`src/rtl/vw_bulk_pkg.sv`:
```
// vw_bulk_pkg: register offsets, STATUS bit indices and unpacker states for vw_bulk_loader
package vw_bulk_pkg;
    localparam logic [1:0] A_ALO  = 2'd0;
    localparam logic [1:0] A_AHI  = 2'd1;
    localparam logic [1:0] A_DATA = 2'd2;
    localparam logic [1:0] A_STAT = 2'd3;
    localparam int B_EMPTY = 0;
    localparam int B_FULL  = 1;
    localparam int B_OVR   = 2;
    localparam int B_BUSY  = 3;
    localparam logic S_IDLE   = 1'b0;
    localparam logic S_UNPACK = 1'b1;
endpackage

```
`src/rtl/vw_byte_fifo.sv`:
```
// vw_byte_fifo: 8-bit sync FIFO, 2**AW deep, one push and a 1- or 2-byte pop per cycle
//   i_clk, i_rst_n   clock, async active-low reset
//   i_push, i_din    write one byte (caller guarantees not full)
//   i_pop1, i_pop2   pop one / two bytes (caller guarantees enough level)
//   o_d0, o_d1       bytes at rd_ptr and rd_ptr+1
//   o_level          fill level, AW+1 bits
//   o_full, o_empty  status
module vw_byte_fifo #(
    parameter int AW = 5
) (
    input  logic          i_clk,
    input  logic          i_rst_n,
    input  logic          i_push,
    input  logic [7:0]    i_din,
    input  logic          i_pop1,
    input  logic          i_pop2,
    output logic [7:0]    o_d0,
    output logic [7:0]    o_d1,
    output logic [AW:0]   o_level,
    output logic          o_full,
    output logic          o_empty
);
    logic [7:0]    r_mem [2**AW];
    logic [AW-1:0] r_wp, r_rp;
    logic [AW:0]   r_level;
    logic [AW-1:0] w_rp1;
    logic [1:0]    w_popn;
    assign w_rp1   = r_rp + 1'b1;
    assign w_popn  = {i_pop2, i_pop1 & ~i_pop2};
    assign o_d0    = r_mem[r_rp];
    assign o_d1    = r_mem[w_rp1];
    assign o_level = r_level;
    assign o_full  = r_level[AW];
    assign o_empty = r_level == '0;
    always_ff @(posedge i_clk) begin
        if (i_push) r_mem[r_wp] <= i_din;
    end
    always_ff @(posedge i_clk or negedge i_rst_n) begin
        if (!i_rst_n) begin
            r_wp    <= '0;
            r_rp    <= '0;
            r_level <= '0;
        end else begin
            r_wp    <= r_wp + AW'(i_push);
            r_rp    <= r_rp + AW'(w_popn);
            r_level <= r_level + (AW+1)'(i_push) - (AW+1)'(w_popn);
        end
    end
endmodule

```
`src/rtl/vw_bulk_loader.sv`:
```
// vw_bulk_loader: Wishbone slave unpacking Virtual Wire bulk packets into a byte FIFO
//   wb_clk_i, wb_rst_n_i   clock, async active-low reset
//   wb_*                   16-bit Wishbone slave: 0=ALO 1=AHI 2=DATA 3=STATUS, registered ack/data
//   vw_bulkdata_in         probe packet: toggle strobes | byte count | payload, byte0 at LSB
//   vw_bulkaddr_out        source address {AHI,ALO}
module vw_bulk_loader
    import vw_bulk_pkg::*;
#(
    parameter int BULK_W   = 256,
    parameter int NSTROBE  = 2,
    parameter int CNT_W    = 5,
    parameter int FIFO_AW  = 5,
    parameter int WORD_POP = 1
) (
    input  logic              wb_clk_i,
    input  logic              wb_rst_n_i,
    input  logic [15:0]       wb_dat_i,
    output logic [15:0]       wb_dat_o,
    input  logic [1:0]        wb_adr_i,
    input  logic              wb_we_i,
    input  logic [1:0]        wb_sel_i,
    input  logic              wb_stb_i,
    input  logic              wb_cyc_i,
    output logic              wb_ack_o,
    input  logic [BULK_W-1:0] vw_bulkdata_in,
    output logic [31:0]       vw_bulkaddr_out
);
    localparam int PW   = BULK_W - 8;
    localparam int MAXB = PW / 8;

    logic               r_ack;
    logic [15:0]        r_dat;
    logic [31:0]        r_addr;
    logic [NSTROBE-1:0] r_s1, r_s2, r_s3;
    logic               r_state;
    logic [PW-1:0]      r_sh;
    logic [CNT_W-1:0]   r_cnt;
    logic               r_ovr;

    logic               w_acc, w_dread, w_word, w_pop1, w_pop2, w_push;
    logic               w_full, w_empty, w_evt, w_multi, w_set, w_clr;
    logic [NSTROBE-1:0] w_rise;
    logic [CNT_W-1:0]   w_fld, w_cnt_in;
    logic [7:0]         w_b0, w_b1, w_lsat;
    logic [FIFO_AW:0]   w_level;
    logic [15:0]        w_lvl16, w_stat, w_ddat, w_rdata;
    logic               w_unused;

    assign w_unused = ^vw_bulkdata_in;

    // The access phase is the cycle before ack; the ack-low cycle that follows blocks back-to-back repeats.
    assign w_acc   = wb_stb_i & wb_cyc_i & ~r_ack;
    assign w_dread = w_acc & ~wb_we_i & (wb_adr_i == A_DATA) & ~w_empty;
    assign w_word  = (WORD_POP != 0) && (wb_sel_i == 2'b11) && (w_lvl16 >= 16'd2);
    assign w_pop1  = w_dread & ~w_word;
    assign w_pop2  = w_dread & w_word;
    assign w_clr   = w_acc & wb_we_i & (wb_adr_i == A_STAT) & wb_dat_i[B_OVR];

    assign w_rise   = r_s2 & ~r_s3;
    assign w_evt    = |w_rise;
    assign w_multi  = (w_rise & (w_rise - 1'b1)) != '0;
    assign w_set    = w_evt & ((r_state == S_UNPACK) | w_multi);
    assign w_fld    = vw_bulkdata_in[BULK_W-8 +: CNT_W];
    assign w_cnt_in = (32'(w_fld) > MAXB) ? CNT_W'(MAXB) : w_fld;
    assign w_push   = (r_state == S_UNPACK) & ~w_full;

    assign w_lvl16 = 16'(w_level);
    assign w_lsat  = (|w_lvl16[15:8]) ? 8'hFF : w_lvl16[7:0];

    always_comb begin
        w_stat          = '0;
        w_stat[B_EMPTY] = w_empty;
        w_stat[B_FULL]  = w_full;
        w_stat[B_OVR]   = r_ovr;
        w_stat[B_BUSY]  = r_state == S_UNPACK;
        w_stat[15:8]    = w_lsat;
        w_ddat  = w_empty ? 16'h0000 : w_word ? {w_b1, w_b0} : {w_lvl16[7:0], w_b0};
        w_rdata = (wb_adr_i == A_ALO)  ? r_addr[15:0]  :
                  (wb_adr_i == A_AHI)  ? r_addr[31:16] :
                  (wb_adr_i == A_DATA) ? w_ddat : w_stat;
    end

    vw_byte_fifo #(.AW(FIFO_AW)) u_fifo (
        .i_clk   (wb_clk_i),
        .i_rst_n (wb_rst_n_i),
        .i_push  (w_push),
        .i_din   (r_sh[7:0]),
        .i_pop1  (w_pop1),
        .i_pop2  (w_pop2),
        .o_d0    (w_b0),
        .o_d1    (w_b1),
        .o_level (w_level),
        .o_full  (w_full),
        .o_empty (w_empty)
    );

    always_ff @(posedge wb_clk_i or negedge wb_rst_n_i) begin
        if (!wb_rst_n_i) begin
            r_ack  <= 1'b0;
            r_dat  <= '0;
            r_addr <= '0;
            r_ovr  <= 1'b0;
        end else begin
            r_ack <= w_acc;
            if (w_acc) r_dat <= w_rdata;
            if (w_acc & wb_we_i & (wb_adr_i == A_ALO)) r_addr[15:0] <= wb_dat_i;
            if (w_acc & wb_we_i & (wb_adr_i == A_AHI)) r_addr[31:16] <= wb_dat_i;
            r_ovr <= w_set ? 1'b1 : w_clr ? 1'b0 : r_ovr;
        end
    end

    always_ff @(posedge wb_clk_i or negedge wb_rst_n_i) begin
        if (!wb_rst_n_i) begin
            r_s1    <= '0;
            r_s2    <= '0;
            r_s3    <= '0;
            r_state <= S_IDLE;
            r_sh    <= '0;
            r_cnt   <= '0;
        end else begin
            r_s1 <= vw_bulkdata_in[BULK_W-1 -: NSTROBE];
            r_s2 <= r_s1;
            r_s3 <= r_s2;
            if (r_state == S_IDLE) begin
                if (w_evt) begin
                    r_sh    <= vw_bulkdata_in[PW-1:0];
                    r_cnt   <= w_cnt_in;
                    r_state <= (w_cnt_in != '0) ? S_UNPACK : S_IDLE;
                end
            end else if (w_push) begin
                r_sh  <= r_sh >> 8;
                r_cnt <= r_cnt - 1'b1;
                if (r_cnt == CNT_W'(1)) r_state <= S_IDLE;
            end
        end
    end

    assign wb_ack_o        = r_ack;
    assign wb_dat_o        = r_dat;
    assign vw_bulkaddr_out = r_addr;
endmodule

```
`config.mk`:
```
export PLATFORM = sky130hd
export DESIGN_NAME = vw_bulk_loader
export DESIGN_NICKNAME = d
export VERILOG_FILES = /design/src/rtl/vw_bulk_pkg.sv /design/src/rtl/vw_byte_fifo.sv /design/src/rtl/vw_bulk_loader.sv
export SDC_FILE = /design/constraint.sdc
export NUM_CORES = 1
export LEC_CHECK = 0
export CORE_UTILIZATION = 50
export DETAILED_ROUTE_END_ITERATION = 10
export MAX_ROUTING_LAYER = met4
export PLACE_DENSITY = 0.73
export SETUP_SLACK_MARGIN = 0.4
export SLEW_MARGIN = 20
export SYNTH_ARGS = -nofsm -noshare
export SYNTH_HDL_FRONTEND = slang
export SYNTH_SLANG_ARGS = --single-unit
```
`constraint.sdc`:
```
create_clock -name wb_clk_i -period 6 [get_ports wb_clk_i]
set_clock_uncertainty 0.05 [all_clocks]
set_input_delay 0.9 -clock wb_clk_i [delete_from_list [all_inputs] [get_ports wb_clk_i]]
set_output_delay 0.9 -clock wb_clk_i [all_outputs]
set_load 0.02 [all_outputs]
```
==> results.toml, run 1 <==
[clock_tree]
cts_resized = 0
clock-root-buffer = "clkbuf_16"
cts_tree = "done"
cts_buffer_depth = 3
path_clk_slew_ps = 60
cts_buffers = 59
htreeDepth = 2
cts.sinks = 582
insertion_delay_ps = 630
ctsHoldBuffers = 0
post_cts_buffers = 0

[grt]
grt_max_degree = 139
grtUsageTotal_pct = 26.4
antenna_found_initial = 15
grt_pass1_wl_mm = 109
grt_overflow = 0
grt_pass1_vias = 18561

[floorplanning]
ios = 330
start_util_pct = 50.6
rows = 85
fp.dieH_um = 235
core_area_um2 = 53800
chipWidth_um = 235
dieArea_um2 = 55400

[synthesis]
synthAdderAreaFrac_pct = 0.828
synthCells = 2062
synth.mux.area_fraction_pct = 23.5
async_flop_share_pct = 56.0
synth_compound_area_share_pct = 7.46
ys_ff_latch = 582
syn-num-nets = 2359
synth_xor_xnor_area_share_pct = 0.579
syn_avg_cell_area_um2 = 13.2
yosysSeqAreaShare_pct = 58.2
ys_warn_count = 0
synth_top_family_by_area = "multiplexers"
netlist-cell-type-count = 57
synth_edf_count = 256
ys.flop_type = "dfrtp_1"
synth_area_um2 = 27200
synthSimpleGateAreaFrac_pct = 6.75

[min_path]
hp-class = "in2async"

[finish]
area_growth_pct = 21.8
n_fill_cell = 4136
drive_above_1_share_pct = 13.1
layout_commonest_cell = "clkdlybuf4s50_1"
final_cell_mix = "clkdlybuf4s50_1, nor2_1, dfrtp_1"
fin_cells = 3089
nets = 2624

[place]
dp_cells = 2961
place.gp.congestion = 0.932
numPortBuffers = 328
dp_hpwl_mm = 47.6

[critical_path]
crit_path_end_kind = "register"
arrival_ps = 4520
slowest_stage = "dfrtp_4"
crit_path_cell_trace = "ha_4, mux2i_1, mux4_2, a221oi_1, nand3_1, a221oi_1"
cp_num_buf_inv = 0
crit_path_start_kind = "register"
cp_slowest_stage_delay_ps = 960
rrSetupSlack_ps = 1960
cpMostUsedCell = "a221oi_1"
path_class = "reg2reg"
path_delay_family = "compound AO/OA/AOI/OAI gates"
worstPathRequired_ps = 6480
critPathMaxFanout = 55

[pwr]
clkPwrFrac_pct = 22.5
p_leak_nw = 13.1
power_density_nw_per_um2 = 508
pwr-share-comb_pct = 39.4
fin_total_pwr_mw = 16.8
ir_drop_mv = 0.309
pwr-share-seq_pct = 38.1
p_int_mw = 10.7
p_sw_share_pct = 36.2
switching_power_mw = 6.09

[sta]
finalCritPeriodShare_pct = 67.3
final-hold-violation-count = 0
fin_crit_ps = 4040
slew_viol_final = 0
worstMarginPinSlew_ps = 1160
grt_setup_unrepaired = "no"
setup-tns-final_ps = 0
maxSlewHeadroom_pct = 22.6
final-setup-viol-count = 0
fmax_ghz = 0.248

[job]
maxCapViolCount = 0

[detailed_routing]
route.detailed.drc = 0
postRouteAntennaNets = 0
vias_per_cell = 5.89
dr.first_iter.drc_count = 1636
routed_wl_mm = 70.3
wl_per_cell_um = 22.8
drt-pass1-iter-count = 5
via_count = 18202

[outcome]
status = "completed"
[cells by family after synthesis]
logic type / count (synthesis)
compound gates: 366
simple gates: 439
fa+ha+maj: 17
mux: 472
flops: 582
buf+inv: 168
xor+xnor: 18
[final timing paths]
path                           startpoint      endpoint  cells past startpoint
max                        u_fifo.r_rp[0]  wb_dat_o[10]                      6
max reg2reg                u_fifo.r_rp[0]  wb_dat_o[10]                      6
max in group asynchronous      wb_rst_n_i     r_sh[214]                      3
min                            wb_rst_n_i      r_sh[80]                      1
min in group wb_clk_i             r_s1[1]       r_s2[1]                      0
min reg2reg                       r_s1[1]       r_s2[1]                      0
[registers in the layout, indices dropped and copies added (netlist names)]
name and flops:
r_sh 248, u_fifo.r_rp 5, u_fifo.r_mem 256, r_cnt 5, u_fifo.o_level 6, r_s1 2, u_fifo.r_wp 5, wb_dat_o 16
r_s2 2, wb_ack_o 1, r_ovr 1, vw_bulkaddr_out 32, r_state 1, r_s3 2
[power groups by stage]
stage	combinational, mW	sequential [mW]	clock [mW]
global route	7.22	6.56	3.99
detailed placement	6.58	6.47	0
global placement	6.39	6.40	0
finish	6.63	6.41	3.79
floorplan	5.06	6.03	0
CTS	6.63	6.41	3.85
[worst register-to-register path, cell delays in order, from the launching register on]
cell and delay [ps]:
dfrtp_4 960, ha_4 890, mux2i_1 280, mux4_2 560
a221oi_1 670, nand3_1 230, a221oi_1 300
[metal layers]
metal | wire length (um) | global-route usage [%]
met1 | 28000 | 33.4
met2 | 33100 | 40.6
met3 | 6440 | 7.23
met4 | 2800 | 10.4
met5 | 0 | -
[per-stage QoR]
stage | hold WS, ps | cell area (um2) | setup WS, ps | utilization (%)
3_5_place_dp | 285 | 31100 | 1660 | 57.7
4_1_cts | 299 | 33100 | 1990 | 61.4
5_1_grt | 90.2 | 33100 | 1850 | 61.6
3_3_place_gp | 284 | 31100 | 1710 | 57.7
2_1_floorplan | 281 | 27200 | 2500 | -
6_report | 83.4 | 33100 | 1960 | 61.6
[final cells by class]
class	instances	area [um2]	share of cell area (%)
inverters	19	71.3	0.215
well taps	696	871	2.63
repair buffers	353	3600	10.9
flip-flops and latches	582	15900	47.9
clock inverters	35	367	1.11
diodes	16	40.0	0.121
multi-input cells	1312	10700	32.3
clock buffers	76	1630	4.93
[Yosys cell counts, drive strengths merged, types with 2 or more instances]
cell / n / area (um2)
nand3b: 7 / 52.6
o211a: 4 / 40.0
or3b: 2 / 17.5
o21ai: 27 / 135
dfrtp: 326 / 8160
xnor2: 12 / 105
or3: 2 / 12.5
o211ai: 5 / 37.5
a21oi: 271 / 1360
nand2: 41 / 154
xor2: 6 / 52.6
nor4: 4 / 25.0
mux4: 130 / 2930
nor3: 10 / 50.1
mux2i: 299 / 2990
a211oi: 4 / 30.0
inv: 19 / 71.3
or4: 2 / 15.0
a22oi: 8 / 60.1
and3: 4 / 25.0
edfxtp: 256 / 7690
a221oi: 16 / 140
a21boi: 5 / 37.5
or2: 2 / 12.5
o32ai: 2 / 17.5
o22ai: 12 / 75.1
ha: 14 / 175
nand3: 22 / 110
clkbuf: 109 / 413
nor2: 318 / 1190
nor2b: 11 / 68.8
mux2: 43 / 484
nand2b: 10 / 62.6
fa: 2 / 40.0
buf: 40 / 223
Power figures use the tool's default switching activity.
==> run 2: changes to the inputs <==
clock period = 3.8 ns   (was 6 ns; I/O delays follow)
==> run 2 against run 1 <==
Routed wire length increased by 0.63%. Die area unchanged. Clock-buffer cell count increased by 4. Power is 60% higher. Largest power group unchanged. Highest routed layer unchanged.
==> results.toml, run 2 (synthesis gave the netlist of run 1 again) <==
[outcome]
status = "completed"

[pwr]
ir_drop_mv = 0.565
p_leak_nw = 13.4
power_density_nw_per_um2 = 804

[floorplanning]
rows = 85
chipWidth_um = 235
ios = 330
fp.dieH_um = 235
dieArea_um2 = 55400
core_area_um2 = 53800
start_util_pct = 50.6

[finish]
regMostFlops = "u_fifo.r_mem"
ff_latch_area_um2 = 15900
nets = 2659
layout_commonest_cell = "clkdlybuf4s50_1"
largest_reg_flops = 256
area_growth_pct = 23.3
fin_area_um2 = 33500
fin_util_pct = 62.3
fin_cells = 3122
drive_above_1_share_pct = 14.6
n_fill_cell = 4021
multi_input_area_um2 = 10700
final_cell_mix = "clkdlybuf4s50_1, nor2_1, dfrtp_1"

[detailed_routing]
drt-pass1-iter-count = 5
routed_wl_mm = 70.8
wl_met2_mm = 33.7
vias_per_cell = 5.85
wl_per_cell_um = 22.7
via_count = 18254
maxUsedRoutingLayer = "met4"
dr.first_iter.drc_count = 1588
met1_length_mm = 28.4
wl_met3_mm = 6.46
postRouteAntennaNets = 0
route.detailed.drc = 0

[critical_path]
cpMostUsedCell = "ha_1"
cp_slowest_stage_delay_ps = 550
slowest_stage = "or4_4"
r2r-start = "u_fifo.o_level[2]"
path_class = "reg2reg"
crit_path_end_kind = "register"
worstPathRequired_ps = 4290
cp-startpoint = "u_fifo.o_level[2]"
crit_path_cell_trace = "inv_1, ha_1, nor4bb_1, or2_2, or4_4, ha_1, ha_1, a21o_1, a21oi_2, o21bai_1, a21oi_1, xor2_1"
arrival_ps = 3720
critPathMaxFanout = 5
rrSetupSlack_ps = 570
crit_path_start_kind = "register"
worst_r2r_path_depth = 12
r2r-end = "u_fifo.o_level[5]"

[job]
maxCapViolCount = 0

[clock_tree]
cts_tree = "done"
cts_buffer_depth = 3
cts.sinks = 582
clock-root-buffer = "clkbuf_16"
insertion_delay_ps = 620
post_cts_buffers = 0
cts_buffers = 59
htreeDepth = 2
path_clk_slew_ps = 60

[grt]
grtUsageTotal_pct = 26.4
grt_max_degree = 149
grt_overflow = 0
grt_pass1_wl_mm = 108
antenna_found_initial = 14
grt_pass1_vias = 18343

[sta]
grt_setup_unrepaired = "yes"
final-hold-violation-count = 0
fmax_ghz = 0.309
slew_viol_final = 0
worstMarginPinSlew_ps = 1100
finalCritPeriodShare_pct = 85.1
fin_crit_ps = 3230
setup-tns-final_ps = 0
fin_ws_ps = 566
maxSlewHeadroom_pct = 26.8
final-setup-viol-count = 0

[place]
place_area_um2 = 31400
numPortBuffers = 328
dp_hpwl_mm = 48.6
dp_cells = 2996
place.gp.congestion = 0.963
dp_slack_ps = 104

[min_path]
hold_depth = 0
hp-start = "r_s1[1]"
hp-class = "reg2reg"
whs_endpoint = "r_s2[1]"
## run 2: changes by cell type in the layout (fill, tap and decap cells not counted), moves of 2 or more
cell / before / now
buf_12: 8 / 15
buf_4: 16 / 44
bufinv_16: 7 / 10
clkbuf_4: 0 / 2
clkbuf_8: 5 / 7
clkinv_1: 11 / 3
diode_2: 16 / 14
## run 2: layer usage
layer / vias up / global-route usage, %
met1: 9038 / 33.7
li1: 8309 / -
met3: 124 / 7.47
met4: 0 / 8.04
met5: - / -
met2: 783 / 41.1
## run 2: worst max-delay path by stage
stage	slack, ps	end	cells past startpoint
2_1_floorplan	490	u_fifo.o_level[5]	13
3_3_place_gp	170	u_fifo.o_level[5]	11
3_5_place_dp	100	u_fifo.o_level[5]	11
4_1_cts	420	u_fifo.o_level[5]	12
5_1_grt	390	u_fifo.o_level[4]	16
6_report	570	u_fifo.o_level[5]	12
## run 2: critical path: cells and delay by family, from the launching register on
family | cells | cell delay, ps
AOI/OAI and AO/OA | 4 | 610
xor gates and xnor gates | 1 | 170
buffers and inverters | 1 | 80
adders and majority gates | 3 | 810
DFF | 1 | 420
and+or+nand+nor | 3 | 1010
## run 2: timing repair
action / 4_1_cts / 5_1_grt
hold buffers: 1 / 0
endpoints found under the hold margin: 82 / 0
endpoints found under the setup margin: 0 / 2
resized for setup: 0 / 2
## run 2: power breakdown
group	internal, mW	switching, mW	leakage, nW
registers	8.52	1.36	5.83
clock network	3.73	2.49	1.02
logic	5.13	5.72	6.52
## run 2: stage by stage
step           hold slack (ps)  power, mW
2_1_floorplan              224       17.5
3_3_place_gp               286       20.4
3_5_place_dp               290       20.8
4_1_cts                    303       27.1
5_1_grt                    312       28.4
6_report                   300       27.0
## run 2: area by class of cell
class	count	area share [%]
multi-input cells	1312	31.9
well taps	696	2.60
clock inverters	31	1.31
flip-flops and latches	582	47.3
repair buffers	388	11.7
inverters	19	0.213
diodes	14	0.104
clock buffers	80	4.93
==> run 3: changes to the inputs <==
CORE_ASPECT_RATIO = 0.5   (was not set)
CORE_UTILIZATION = 30   (was 50)
PLACE_DENSITY = not set   (was 0.73)
==> run 3 against run 2 <==
Register-to-register slack lost 30 ps. Combinational power is essentially flat. Worst hold slack lost 1.3 ps. Largest cell class unchanged. Sequential share of layout area shrank 0.67 points. Critical path depth is the same. Largest power group unchanged. First-iteration DRC count shrank 6.7%. Non-clock buffer count grew 14.
==> results.toml, run 3 (synthesis gave the netlist of run 1 again) <==
[finish]
nets = 2671
drive_above_1_share_pct = 15.0
layout_commonest_cell = "clkdlybuf4s50_1"
fin_area_um2 = 34100
area_growth_pct = 25.2
fin_cells = 3609
regMostFlops = "u_fifo.r_mem"
final_cell_mix = "clkdlybuf4s50_1, nor2_1, dfrtp_1"
largest_reg_flops = 256
fin_util_pct = 38.2

[detailed_routing]
wl_per_cell_um = 21.2
postRouteAntennaNets = 0
vias_per_cell = 5.00
via_count = 18041
drt-pass1-iter-count = 5
routed_wl_mm = 76.6
dr.first_iter.drc_count = 1482
route.detailed.drc = 0

[place]
dp_cells = 3497
dp_hpwl_mm = 53.2
numPortBuffers = 328
dp_slack_ps = 140
place.gp.congestion = 0.858
place_area_um2 = 32100

[grt]
grtUsageTotal_pct = 16.8
antenna_found_initial = 3
grt_max_degree = 136
grt_pass1_wl_mm = 115
grt_overflow = 0
grt_pass1_vias = 18274

[pwr]
pwr-share-seq_pct = 36.8
p_sw_share_pct = 36.7
clkPwrFrac_pct = 21.8
ir_drop_mv = 0.586
pwr-share-comb_pct = 41.4
p_leak_nw = 13.3
fin_total_pwr_mw = 26.8
p_int_mw = 17.0
switching_power_mw = 9.83
power_density_nw_per_um2 = 788

[floorplanning]
chipWidth_um = 428
start_util_pct = 30.5
ios = 330
core_area_um2 = 89100
dieArea_um2 = 92000
fp.dieH_um = 215
rows = 77

[sta]
fmax_ghz = 0.306
grt_setup_unrepaired = "no"
worstMarginPinSlew_ps = 1160
hold_ws_ps = 299
final-hold-violation-count = 0
final-setup-viol-count = 0
fin_ws_ps = 537
finalCritPeriodShare_pct = 85.9
setup-tns-final_ps = 0
fin_crit_ps = 3260
slew_viol_final = 0
maxSlewHeadroom_pct = 22.8

[critical_path]
critPathMaxFanout = 4
crit_path_start_kind = "register"
crit_path_end_kind = "register"
worstPathRequired_ps = 4310
path_class = "reg2reg"
arrival_ps = 3780

[clock_tree]
clock-root-buffer = "clkbuf_16"
cts.sinks = 582
cts_buffer_depth = 3
cts_tree = "done"
cts_buffers = 57
htreeDepth = 2
path_clk_slew_ps = 60
insertion_delay_ps = 650

[outcome]
status = "completed"

[min_path]
hp-class = "reg2reg"

[job]
maxCapViolCount = 0
-- run 3: changes by cell type in the layout (fill, tap and decap cells not counted), sizes merged --
| cell | previous run | this run |
|---|---|---|
| buf | 60 | 74 |
| bufinv | 10 | 5 |
| clkbuf | 80 | 77 |
| clkinv | 16 | 18 |
| clkinvlp | 5 | 4 |
| diode | 14 | 3 |
| inv | 19 | 21 |
-- run 3: what timing repair did --
| action | CTS | global route |
|---|---|---|
| endpoints found under the setup margin | 0 | 2 |
| endpoints found under the hold margin | 92 | 0 |
| hold buffers | 1 | 0 |
| setup buffers | 0 | 2 |
| gates resized for setup | 0 | 4 |
-- run 3: area by class of cell --
cell class | instances | area (um2)
Clock buffer | 77 | 1580
Tap cell | 1185 | 1480
Multi-Input combinational cell | 1312 | 10700
Antenna cell | 3 | 7.51
Clock inverter | 29 | 328
Fill cell | 8459 | 55100
Inverter | 19 | 71.3
Sequential cell | 582 | 15900
Timing Repair Buffer | 402 | 4020
-- run 3: worst max-delay path, cell delays in order (launching register included) --
cell and delay [ps]:
dfrtp_1 400, inv_1 80, ha_1 190, nor4bb_2 180, or2_2 320, or4_1 590
ha_1 330, ha_1 290, a21o_1 190, a21oi_2 170, o21bai_1 80, a21oi_1 170
xor2_1 150
-- run 3: final timing paths --
kind,startpoint,to,slack [ps],cells past startpoint
max in group asynchronous,wb_rst_n_i,r_sh[188],2260,3
worst max register to register,u_fifo.o_level[4],u_fifo.o_level[5],540,12
min in group asynchronous,wb_rst_n_i,r_sh[37],520,2
worst max-delay path,u_fifo.o_level[4],u_fifo.o_level[5],540,12
worst min register to register,r_s1[0],r_s2[0],300,0
worst min-delay path,r_s1[0],r_s2[0],300,0
-- run 3: power by group through the flow --
stage | Combinational [mW] | Sequential, mW | Clock, mW
floorplan | 7.99 | 9.53 | 0
global placement | 10.9 | 9.94 | 0
detailed placement | 11.1 | 10.0 | 0
CTS | 11.2 | 9.90 | 5.97
global route | 12.1 | 10.1 | 6.26
finish | 11.1 | 9.88 | 5.85
-- run 3: per-layer routing --
metal	share of wire, %	global-route usage, %	vias to the layer above	wire length (um)
li1	-	-	8321	-
met1	40	20.5	9232	30800
met2	53	29.8	401	40700
met3	4.8	2.20	87	3640
met4	1.8	3.69	0	1410
met5	0	-	-	0
